$ cat src/rtl/subtractor_8bits_serial.sv
`default_nettype none
// ============================================================================
// Module   : subtractor_8bits_serial
// Brief    : Bit-serial 8-bit unsigned subtractor (LSB first), one bit per
//            clock, with done pulse and enable-gated result/borrow outputs.
// Revision : 1.0 - initial release
// ============================================================================
module subtractor_8bits_serial (
    input  logic       clk,
    input  logic       rst,
    input  logic       start,
    input  logic [7:0] a,
    input  logic [7:0] b,
    input  logic       en,
    output logic [7:0] t,
    output logic       flag,
    output logic       busy,
    output logic       done
);

    typedef enum logic [1:0] {
        IDLE = 2'd0,
        RUN  = 2'd1,
        DONE = 2'd2
    } state_t;

    localparam logic [2:0] c_last_bit = 3'd7;

    state_t     r_state;
    state_t     w_state_next;
    logic [7:0] r_opa;
    logic [7:0] r_opb;
    logic [7:0] r_result;
    logic       r_borrow;
    logic [2:0] r_cnt;

    logic       w_ai;
    logic       w_bi;
    logic       w_d;
    logic       w_br_next;

    // Full-subtractor on the bit currently selected by the counter.
    assign w_ai      = r_opa[r_cnt];
    assign w_bi      = r_opb[r_cnt];
    assign w_d       = w_ai ^ w_bi ^ r_borrow;
    assign w_br_next = (~w_ai & w_bi) | (~(w_ai ^ w_bi) & r_borrow);

    always_ff @(posedge clk) begin
        if (rst) begin
            r_state <= IDLE;
        end else begin
            r_state <= w_state_next;
        end
    end

    always_comb begin
        w_state_next = r_state;
        case (r_state)
            IDLE:    if (start) w_state_next = RUN;
            RUN:     if (r_cnt == c_last_bit) w_state_next = DONE;
            DONE:    w_state_next = IDLE;
            default: w_state_next = IDLE;
        endcase
    end

    always_ff @(posedge clk) begin
        if (rst) begin
            r_opa    <= 8'h00;
            r_opb    <= 8'h00;
            r_result <= 8'h00;
            r_borrow <= 1'b0;
            r_cnt    <= 3'd0;
        end else begin
            case (r_state)
                IDLE: begin
                    if (start) begin
                        r_opa    <= a;
                        r_opb    <= b;
                        r_borrow <= 1'b0;
                        r_cnt    <= 3'd0;
                    end
                end
                RUN: begin
                    // Difference bits enter at the MSB so bit i lands at index i after 8 shifts.
                    r_result <= {w_d, r_result[7:1]};
                    r_borrow <= w_br_next;
                    r_cnt    <= r_cnt + 3'd1;
                end
                default: begin
                end
            endcase
        end
    end

    assign busy = (r_state == RUN);
    assign done = (r_state == DONE);
    assign t    = en ? r_result : 8'h00;
    assign flag = en ? r_borrow : 1'b0;

endmodule
`default_nettype wire

$ cat config.mk
export PLATFORM = sky130hd
export DESIGN_NAME = subtractor_8bits_serial
export DESIGN_NICKNAME = d
export VERILOG_FILES = /design/src/rtl/subtractor_8bits_serial.sv
export SDC_FILE = /design/constraint.sdc
export NUM_CORES = 1
export LEC_CHECK = 0
export BUFFER_PORTS_ARGS = -buffer_cell sky130_fd_sc_hd__clkbuf_2
export CORE_UTILIZATION = 31
export DETAILED_ROUTE_END_ITERATION = 12
export SLEW_MARGIN = 30
export SYNTH_ARGS = -nofsm -noshare
export SYNTH_HDL_FRONTEND = slang
export SYNTH_SLANG_ARGS = --single-unit
$ cat constraint.sdc
create_clock -name clk -period 3.7 [get_ports clk]
set_input_delay 0.185 -clock clk [delete_from_list [all_inputs] [get_ports clk]]
set_output_delay 0.185 -clock clk [all_outputs]
set_load 0.1 [all_outputs]
Yosys cells after proc, flatten, opt, wreduce, memory -nomap -nowiden
Cells that the tools add are included.
W data, S select, Z words.
{ "op_classes": {"add_sub_neg": 1, "n_mul": 0, "div_mod_pow": 0, "n_lt_le_gt_ge": 1, "n_eq_ne": 5, "n_shift": 0, "muxes": 13, "bitwise": 7, "reduce_logical": 5} }
{ "ops": {"columns": ["cell", "count"], "rows": [
  ["$mux W8", 1],
  ["$bmux W1 S3", 2],
  ["$pmux W3 S2", 1],
  ["$reduce_and A2 Y1", 3],
  ["$lt A3 B4 Y1 const B", 1],
  ["$mux W1", 4],
  ["$mux W2", 2],
  ["$pmux W2 S2", 1],
  ["$add A3 B1 Y3 const B", 1],
  ["$eq A3 B3 Y1 const B", 1],
  ["$mux W3", 1],
  ["$and A1 B1 Y1", 2],
  ["$eq A2 B1 Y1 const B", 1],
  ["$eq A2 B2 Y1 const B", 1],
  ["$logic_not A2 Y1", 1],
  ["$ne A2 B1 Y1 const B", 1],
  ["$ne A2 B2 Y1 const B", 1],
  ["$not A1 Y1", 2],
  ["$pmux W1 S2", 1],
  ["$reduce_bool A2 Y1", 1],
  ["$xor A1 B1 Y1", 2],
  ["$or A1 B1 Y1", 1]
]} }
{ "totals": {"reg_bits": 30, "latchBits": 0, "ram_bits": 0, "mem_bits_ro": 0, "in_bits": 20, "out_inout_bits": 11, "elab_cells": 38, "n_memories": 0} }

Depth between registers and ports, before layout
Gate-level depths: netlist (run 1).
{ "depth": {"word_depth": 7, "ltp_mapped": 6, "depth_no_buf": 5} }

Least setup slack after synthesis (run 1)
Ideal clock, no wire load.
{ "synth_path": {"kind": "flip-flop to flip-flop", "startpoint": "register r_cnt[0]", "endpoint": "register r_borrow", "setup_time_ns": 0.128, "t_arrival_ns": 1.799, "required_time_ns": 3.572, "setup_slack_ns": 1.774, "path_stages_with_launch": 7, "path_buffers": 1, "synth_period_minus_slack_ns": 1.926, "path_cell_list": "dfxtp_1 buf_6 mux4_1 mux2_2 fa_1 a22oi_1 nor2_1"} }
{ "synth_between": {"elab_chain_cells": 7} }
{ "synth_lines": {"columns": ["element", "line_no", "source"], "rows": [
  ["start, declared", "35", "logic [2:0] r_cnt;"],
  ["start signal, assigned", "87", "r_cnt <= r_cnt + 3'd1;"],
  ["$bmux W1 S3 (on tied branches)", "43, 44", null],
  ["$mux W1 (on tied branches)", "43, 44", null],
  ["$xor A1 B1 Y1", "46", "assign w_br_next = (~w_ai & w_bi) | (~(w_ai ^ w_bi) & r_borrow);"],
  ["$not A1 Y1", "46", null],
  ["$and A1 B1 Y1", "46", null],
  ["$or A1 B1 Y1 *", "46", null],
  ["$pmux W1 S2 *", "74", "case (r_state)"],
  ["end signal, assigned", "86", "r_borrow <= w_br_next;"],
  ["end, declared", "34", "logic r_borrow;"]
]} }
Mark *: on every way between the ends. The rest lies on a longest branch, timed or not. The select of a mux whose other input is x is not followed.
A chain may end at the register's enable or synchronous reset.

Final worst setup path (run 1)
Same ends and word-level chain as after synthesis.

==> metrics, run 1 <==
outcome completed; initial antenna violation count 0; global placement routability congestion 0.732; Arrival @ worst endpoint approximately 2.3 ns; Setup Skew between 0.005 and 0.006 ns; Syn. warnings 0; ANT cells 0; CP Max Fanout 6; drt wl/cell between 10 and 15 um; Die Width ~67 um; Worst EP required between 3 and 4 ns; worst skew pair latency around 0.28 ns; main area contributors after synthesis dfxtp_1 (46%), mux2i_1 (14%), mux4_1 (8.1%), nor2_1 (6.4%), and2_1 (4.3%); vias in the first global route 922; final net count about 180; number of H-tree levels 2; DR pass1 iterations 4; relative slew slack slightly above 60%; grt total ovfl 0; P&R area growth vs syn 19.5%; Die Y 66.6 um; fin worst setup slack around 1.6 ns; final setup violation count 0; flop2flop setup slack approximately 1.6 ns; syn nets between 150 and 200; Leak around 0.69 nW; largest net degree at the start of global routing 31; commonest cells after routing, fill and taps aside clkbuf_2 (30), dfxtp_1 (30), nor2_1 (22); max cap viols 0; post-synth top area cell dfxtp_1; post-synth top area share approximately 46%; FF-to-FF path depth 5; Core Box Area roughly 4000 sq um; Post-CTS Setup Bufs 0; ratio of cells with drive above 1 in the final layout between 20 and 30%; gr usage total around 13%; Mapped Avg Cell Area 10.1 sq um; Tcrit/Tclk final between 50% and 60%; vias per inst between 4 and 5; Placed Cells around 200; Vias a little under 1000; hold depth 3; hold_buf cts 0; CP endpoint kind flip-flop; first-pass GRT wire length 3990 um; PortBufs 30; Slew @ Worst Pin slightly below 0.6 ns; CP Class reg2reg; clk sinks 30; minimum clock period 2.13 ns; Seq/Total Area, Yosys roughly 46%; post-place setup slack around 1.6 ns; maximum operating frequency 0.469 GHz; maximum clock insertion buffer count 2; DRC Markers 0; number of synthesized register bits 30; CTS clk-pin slew, worst paths approximately 0.060 ns; initial DRC count 39; pwr/cell area about 440 nW/um^2; Routed Antenna Nets 0; cell area after synthesis around 1300 sq um; Power, Total roughly 0.00067 W; Startpoint Class flip-flop; final wirelength roughly 2400 um; TritonCTS buffer count 5; Syn Inst Count approximately 130; Starting Density roughly a third; # IOs 31; maximum vdd drop between 0.0002 and 0.0003 V; setup total negative slack 0 ns; PostCTS Resize Cnt 0; DIE AREA ~4400 sq um; Final Max Tran Viols 0; Final Hold Vio Count 0; post-route insts no fill 208; clock root cell clkbuf_8; Post-DP HPWL about 1700 um; Cell Rows 23; Distinct cells, synth 22; TritonCTS clock tree yes; RSZ-0062 raised after global routing false; hold crit path type in2reg
## synthesized netlist by cell type
library cell  number
a211oi_1           1
a21oi_1            8
a22oi_1            3
and2_1             9
buf_2              2
buf_4              1
buf_6              2
clkbuf_1           3
dfxtp_1           30
fa_1               1
ha_1               2
inv_1              2
mux2_2             1
mux2i_1           18
mux4_1             4
nand2_1           14
nand2b_1           1
nor2_1            22
nor2b_1            1
nor3_1             1
nor3b_1            1
o21bai_1           1
## worst paths after layout
path               start           to
max             r_cnt[0]     r_borrow
min                 a[2]     r_opa[2]
max reg2reg     r_cnt[0]     r_borrow
min reg2reg  r_result[0]  r_result[0]
## where the power goes
part           leakage [nW]  switching (W)  internal (W)
registers             0.245      0.0000106      0.000339
clock network        0.0438       0.000114      0.000126
logic                 0.398      0.0000493     0.0000351
total                 0.687       0.000174      0.000499
## state kept, by name, indices dropped and copies added (netlist names)
name,count
r_opa,8
r_opb,8
r_result,8
r_cnt,3
r_state,2
r_borrow,1
## logic make-up (layout without fill, tap and decap cells)
logic type,Yosys count,count (layout),synth area share (%)
mux,23,23,22.9
fa+ha+maj,3,3,3.48
simple gates,49,49,16.7
flops,30,30,46.4
buf+inv,10,40,4.54
compound gates,13,13,5.99
## per-layer routing
layer  vias up  part of all wire, %  wire length (um)  GRT usage [%]
li1        492                    -                 -              -
met1       438                   45              1080           14.0
met2        33                   46              1100           19.9
met3         4                  7.6               182           6.68
met4         0                  1.2                29           4.79
met5         -                    0                 0              0
## layout make-up
type	count	area, sq um
Clock inverter	2	10.0
Timing Repair Buffer	31	158
Fill cell	406	2450
Tap cell	50	62.6
Clock buffer	5	68.8
Inverter	2	7.51
Multi-Input combinational cell	88	641
Sequential cell	30	601
## through the flow
| stage | hold WS (ns) | area [sq um] | utilization (%) |
|---|---|---|---|
| floorplan | 0.332 | 1290 | - |
| global placement | 0.419 | 1470 | 36.7 |
| detailed placement | 0.428 | 1470 | 36.7 |
| CTS | 0.133 | 1550 | 38.7 |
| global route | 0.142 | 1550 | 38.7 |
| finish | 0.135 | 1550 | 38.7 |
## critical path, stage by stage (launching register included)
cell	delay [ns]
dfxtp_1	0.50
mux4_1	0.61
mux2_2	0.29
fa_1	0.37
a22oi_1	0.17
nor2_1	0.05
Note: power is estimated with default switching activity, not from simulation.
==> run 2: changes to the inputs <==
==> constraint.sdc (replaced) <==
create_clock -name clk -period 1.9 [get_ports clk]
set_input_delay 0.095 -clock clk [delete_from_list [all_inputs] [get_ports clk]]
set_output_delay 0.095 -clock clk [all_outputs]
set_load 0.1 [all_outputs]
==> run 2 against run 1 <==
  * Sequential share of layout area is 1.6 points lower
  * Flip-flop and latch count stayed put
  * Register-to-register slack worse by 1.6 ns
  * Clock skew is 0.0023 ns higher
  * Count of clock-buffer cells in the layout is 2 higher
  * Cell area is 4.9% higher
  * Global-route usage is 0.90 points lower
  * Largest power group unchanged
  * Sequential power is 95% higher
  * First-iteration DRC count is 18% higher
  * Total power is 120% higher
  * Fmax is 13% higher
  * Die area stayed put
==> metrics, run 2 (synthesis results as in run 1) <==
Leak 0.706 nW (+2.8%); vias per inst 4.61 (-0.79%); max cap viols 0 (unchanged); first-pass GRT wire length 3820 um (-4.3%); P&R area growth vs syn 25.4%; vias in the first global route 901 (-2.3%); maximum vdd drop 0.000452 V (+60%); ANT cells 0 (unchanged); delay of the slowest cell on the worst path 0.49 ns (-0.12 ns); final core occ 40.6% (+1.9 points); GR Layer Usage met3 4.11% (-2.6 points); commonest cells after routing, fill and taps aside clkbuf_2 (29), dfxtp_1 (29), nor2_1 (22); grt total ovfl 0 (unchanged); gr usage total 11.7% (-0.90 points); TritonCTS buffer count 5 (unchanged); maximum operating frequency 0.531 GHz (+13%); final setup violation count 0 (unchanged); final instance area 1620 sq um (+4.9%); global placement routability congestion 0.737 (+0.68%); pwr/cell area 909 nW/um^2 (+110%); Cell Rows 23 (unchanged); met2 usage 19.3% (-0.63 points); final net count 186 (+2.8%); hold_buf cts 0 (unchanged); Slew @ Worst Pin 0.603 ns (+0.0178 ns); global route hottest layer met2; RSZ-0062 raised after global routing true; WP buf/inv 0 (unchanged); number of H-tree levels 2 (unchanged); Starting Density 32.4% (unchanged); initial DRC count 46 (+18%); minimum clock period 1.88 ns (-0.247 ns); Post-DP HPWL 1730 um (-0.57%); CP endpoint kind flip-flop; initial antenna violation count 0 (unchanged); crit path cell chain mux4_2 > mux2_4 > fa_1 > a22oi_1 > nor2_1; ratio of cells with drive above 1 in the final layout 29.9% (+4.6 points); TritonCTS clock tree yes; DIE AREA 4440 sq um (unchanged); hold crit path type in2reg; crit-path leading delay family multiplexers; final hold slack 0.0507 ns (-0.0847 ns); Worst EP required 2.05 ns (-1.79 ns); CP Max Fanout 5 (-1); Placed Area 1480 sq um (+0.51%); Startpoint Class flip-flop; CP Class reg2reg; Die Width 66.6 um (unchanged); Tcrit/Tclk final 99.1% (+42 points); # fillers 393 (-3.2%); met1 usage in global routing 13.5% (-0.54 points); register area 604 sq um (+0.63%); Arrival @ worst endpoint 2.03 ns (-0.25 ns); Final Max Tran Viols 0 (unchanged); largest net degree at the start of global routing 31 (unchanged); setup total negative slack 0 ns (unchanged); PortBufs 30 (unchanged); outcome completed; clk sinks 30 (unchanged); relative slew slack 59.8% (-1.2 points); final wirelength 2380 um (-0.38%); biggest regs r_opa x8, r_opb x8, r_result x8; CTS clk-pin slew, worst paths 0.06 ns (about the same); area occupied by multi-input gates 642 sq um (+0.20%); maximum clock insertion buffer count 2 (unchanged); clock root cell clkbuf_8; Vias 987 (+2.1%); Core Box Area 4000 sq um (unchanged); Die Y 66.6 um (unchanged); # IOs 31 (unchanged); Setup Skew 0.00751 ns (+0.00225 ns); Power, Total 0.00148 W (+120%); Slowest cell on crit path mux4_2; DR pass1 iterations 4 (unchanged); Routed Antenna Nets 0 (unchanged); worst skew pair latency 0.28 ns (about the same); DRC Markers 0 (unchanged); drt wl/cell 11.1 um (-3.2%); Final Hold Vio Count 0 (unchanged)
## run 2: cell count changes in the layout (fill, tap and decap cells not counted), sizes merged
cell,previous run,this run
inv,2,1
clkbuf,35,36
bufinv,0,1
buf,1,7
clkinvlp,0,1
clkinv,2,0
## run 2: layout make-up
class / instances / area share, %
clock buffer: 7 / 4.70
clock inverter: 1 / 1.85
inverter: 2 / 0.693
multi-input combinational: 88 / 39.5
sequential: 30 / 37.2
tap: 50 / 3.85
timing repair buffer: 36 / 12.2
## run 2: worst paths after layout
path                            slack, ns          end  depth (start not counted)        start
worst min register to register       0.46  r_result[0]                          2  r_result[0]
worst max register to register       0.02     r_borrow                          5     r_cnt[0]
worst max-delay path                 0.02     r_borrow                          5     r_cnt[0]
worst min-delay path                 0.05     r_opb[7]                          3         b[7]
## run 2: worst min-delay path, delay by kind of cell
family,cells,cell delay [ns]
buf+inv,1,0.07
mux,1,0.05
simple gates,1,0.07
## run 2: per-layer routing
layer  wire length [um]  part of all wire (%)
met5                  0                     0
met3                140                   5.9
met1               1090                    46
met4                 34                   1.4
met2               1120                    47
## run 2: stage by stage
step | instances | worst slack (ns)
after detailed placement | 202 | -0.0321
final | 214 | 0.0162
after floorplan | 128 | 0.0212
after global routing | 214 | -0.0462
after global placement | 202 | 0.0233
after CTS | 210 | 0.00510
## run 2: what timing repair did
item / in CTS / in global routing
pin swaps: 1 / 0
setup buffers: 0 / 4
endpoints found under the setup margin: 2 / 3
resized for setup: 2 / 1
## run 2: power by group
part / internal [W] / switching [W] / total, W / leakage, nW
Sequential: 0.000659 / 0.0000209 / 0.000680 / 0.246
Combinational: 0.0000824 / 0.000102 / 0.000184 / 0.408
Clock: 0.000392 / 0.000220 / 0.000612 / 0.0524
==> run 3: changes to the inputs <==
--- a/config.mk
+++ b/config.mk
@@ -5,6 +5,7 @@
 export SDC_FILE = /design/constraint.sdc
 export NUM_CORES = 1
 export LEC_CHECK = 0
+export ABC_AREA = 1
 export BUFFER_PORTS_ARGS = -buffer_cell sky130_fd_sc_hd__clkbuf_2
 export CORE_UTILIZATION = 31
 export DETAILED_ROUTE_END_ITERATION = 12
==> run 3 against run 2 <==
  * Largest cell class unchanged
  * Cell count grew 33%
  * Worst setup slack gained 0.28 ns
  * Die area grew 7.1%
  * Critical path depth grew 2
  * Worst hold slack gained 0.012 ns
  * Clock skew shrank 0.0052 ns
  * Cell area grew 0.54%
  * Clock power shrank 24%
  * Sequential share of layout area shrank 0.43 points
  * Sequential power grew 4.7%
  * Area after synthesis grew 7.3%
  * Combinational power grew 56%
==> metrics, run 3 <==
Syn Inst Count 204 (+59%); Post-CTS Setup Bufs 0 (unchanged); commonest non-fill, non-tap cell in the layout nor2_1; Slew @ Worst Pin 0.612 ns (+0.00876 ns); P&R area growth vs syn 17.5%; Distinct cells, synth 19 (-14%); Final Hold Vio Count 0 (unchanged); relative slew slack 59.2% (-0.63 points); Die Y 69.0 um (+3.5%); syn nets 227 (+50%); Routed Antenna Nets 0 (unchanged); DR pass1 iterations 4 (unchanged); combinational share of power 19.6% (+7.1 points); Startpoint Class flip-flop; setup total negative slack 0 ns (unchanged); Mapped Avg Cell Area 6.81 sq um (-33%); fin worst setup slack 0.299 ns (+0.283 ns); top_reg_cell synth dfxtp_1; CTS clk-pin slew, worst paths 0.06 ns (about the same); maximum clock insertion buffer count 2 (unchanged); # fillers 490 (+25%); hold crit path type in2reg; clock root cell clkbuf_8; PostCTS Resize Cnt 0 (-2); Seq/Total Area, Yosys 43.2% (-3.2 points); grt total ovfl 0 (unchanged); # IOs 31 (unchanged); crit path cell chain inv_2 > nand2_1 > nand3_1 > nand3_1 > nand2_1 > fa_1 > a21oi_1; Clock power frac 31.9% (-9.5 points); post-synth top area share 43.2% (-3.2 points); final core occ 39.4% (-1.2 points); ratio of cells with drive above 1 in the final layout 17.9% (-12 points); minimum clock period 1.60 ns (-0.283 ns); vias per inst 4.31 (-6.5%); hold endpoint r_cnt[2]; FF-to-FF path depth 7 (+2); vias in the first global route 1147 (+27%); Vias 1229 (+25%); post-synth top area cell dfxtp_1; post-route insts no fill 285 (+33%); start of the worst register-to-register path r_cnt[0]; Post-DP HPWL 1980 um (+14%); Internal Pwr Total 0.00101 W (-11%); ANT cells 0 (unchanged); CP endpoint kind flip-flop; Slowest cell on crit path fa_1; DRC Markers 0 (unchanged); gr usage total 14.2% (+2.5 points); TritonCTS clock tree yes; commonest cells after routing, fill and taps aside nor2_1 (49), nand2_1 (40), clkbuf_2 (30), dfxtp_1 (30), inv_1 (28); initial antenna violation count 0 (unchanged); CP Max Fanout 9 (+4); Tcrit/Tclk final 84.2% (-15 points); Leak 0.847 nW (+20%); hold depth 2 (-1); global placement routability congestion 0.780 (+5.8%); Placed Cells 278 (+38%); outcome completed; Syn. warnings 0 (unchanged); flop2flop setup slack 0.30 ns (+0.28 ns); post-place setup slack 0.300 ns (+0.332 ns); hold_sp rst; Post-synth ARST share 0% (unchanged); Sw Pwr 0.000452 W (+32%); RSZ-0062 raised after global routing false; Post-synth EDFFs 0 (unchanged); first-pass GRT wire length 4760 um (+25%); pwr/cell area 898 nW/um^2 (-1.2%); Arrival @ worst endpoint 1.76 ns (-0.27 ns); Flop pwr share 48.5% (+2.4 points); most frequent cell after synthesis nor2_1; biggest regs r_opa x8, r_opb x8, r_result x8; CP Class reg2reg; TritonCTS buffer count 5 (unchanged); largest net degree at the start of global routing 26 (-16%); max cap viols 0 (unchanged); delay of the slowest cell on the worst path 0.50 ns (about the same); main area contributors after synthesis dfxtp_1 (43%), nor2_1 (13%), nand2_1 (11%), o21ai_0 (9.4%), inv_1 (7.6%); Core Box Area 4140 sq um (+3.6%); Die Width 69.0 um (+3.5%); maximum vdd drop 0.000439 V (-2.7%); Starting Density 33.5% (+1.2 points); maximum operating frequency 0.625 GHz (+18%); Setup Skew 0.00232 ns (-0.00519 ns); drt wl/cell 9.81 um (-12%); cell area after synthesis 1390 sq um (+7.3%); final setup violation count 0 (unchanged); Post-synth top cells nor2_1 (49), nand2_1 (40), dfxtp_1 (30); hold_buf cts 0 (unchanged); number of synthesized register bits 30 (unchanged); Power, Total 0.00147 W (-0.64%); final wirelength 2800 um (+17%); Worst EP required 2.06 ns (about the same); Net Sw Frac 30.9% (+7.6 points); DIE AREA 4760 sq um (+7.1%); PortBufs 30 (unchanged); Cell Rows 23 (unchanged); Final Max Tran Viols 0 (unchanged); initial DRC count 54 (+17%); R2R Path End r_result[7]; clk sinks 30 (unchanged); worst skew pair latency 0.28 ns (about the same); final net count 258 (+39%); number of H-tree levels 2 (unchanged)
run 3: changes by cell type in the layout (fill, tap and decap cells not counted), moves of 18 or more:
cell     change
nor2_1      +27
nand2_1     +26
inv_1       +27
mux2i_1     -18
o21ai_0     +26
run 3: worst max path at each step:
stage	startpoint	to	slack [ns]	cells past startpoint
after floorplan	r_state[1]	done	0.11	2
after global placement	r_cnt[0]	r_result[7]	0.36	7
after detailed placement	r_cnt[0]	r_result[7]	0.30	7
after CTS	r_state[0]	busy	0.28	3
after global routing	r_cnt[0]	r_result[7]	0.18	7
final	r_cnt[0]	r_result[7]	0.30	7
run 3: layout make-up:
type	instances	area (sq um)	share of cell area, %
Inverter	32	123	7.51
Tap cell	50	62.6	3.83
Multi-Input combinational cell	135	613	37.5
Timing Repair Buffer	31	158	9.66
Clock buffer	7	76.3	4.67
Sequential cell	30	601	36.8
run 3: metal layers:
metal / track usage, % / vias to the layer above / wire length, um
met5: 0 / - / 0
met4: 10.7 / 0 / 85
met3: 4.28 / 7 / 132
met2: 21.1 / 24 / 1150
met1: 16.9 / 516 / 1430
li1: - / 682 / -
run 3: cell families after synthesis:
kind of cell / share of synthesized area, %
AO/OA/AOI/OAI: 11.2
adder cells (fa/ha/maj): 3.24
flip-flops: 43.2
buffers and inverters: 12.7
AND/OR/NAND/NOR: 29.7
run 3: critical path, delay by kind of cell, from the launching register on:
kind / cells / cell delay (ns)
fa+ha+maj: 1 / 0.50
flops: 1 / 0.46
compound gates: 1 / 0.06
buf+inv: 1 / 0.14
simple gates: 4 / 0.32
run 3: power by group through the flow:
stage | clock network (W) | registers [W] | logic (W)
after floorplan | 0 | 0.000714 | 0.000242
after global placement | 0 | 0.000725 | 0.000290
after detailed placement | 0 | 0.000725 | 0.000291
after CTS | 0.000490 | 0.000712 | 0.000292
after global routing | 0.000511 | 0.000719 | 0.000326
final | 0.000467 | 0.000712 | 0.000287
run 3: metrics by stage:
stage	area (sq um)	hold slack [ns]
after floorplan	1390	0.164
after global placement	1560	0.341
after detailed placement	1560	0.354
after CTS	1630	0.0550
after global routing	1630	0.0822
final	1630	0.0622
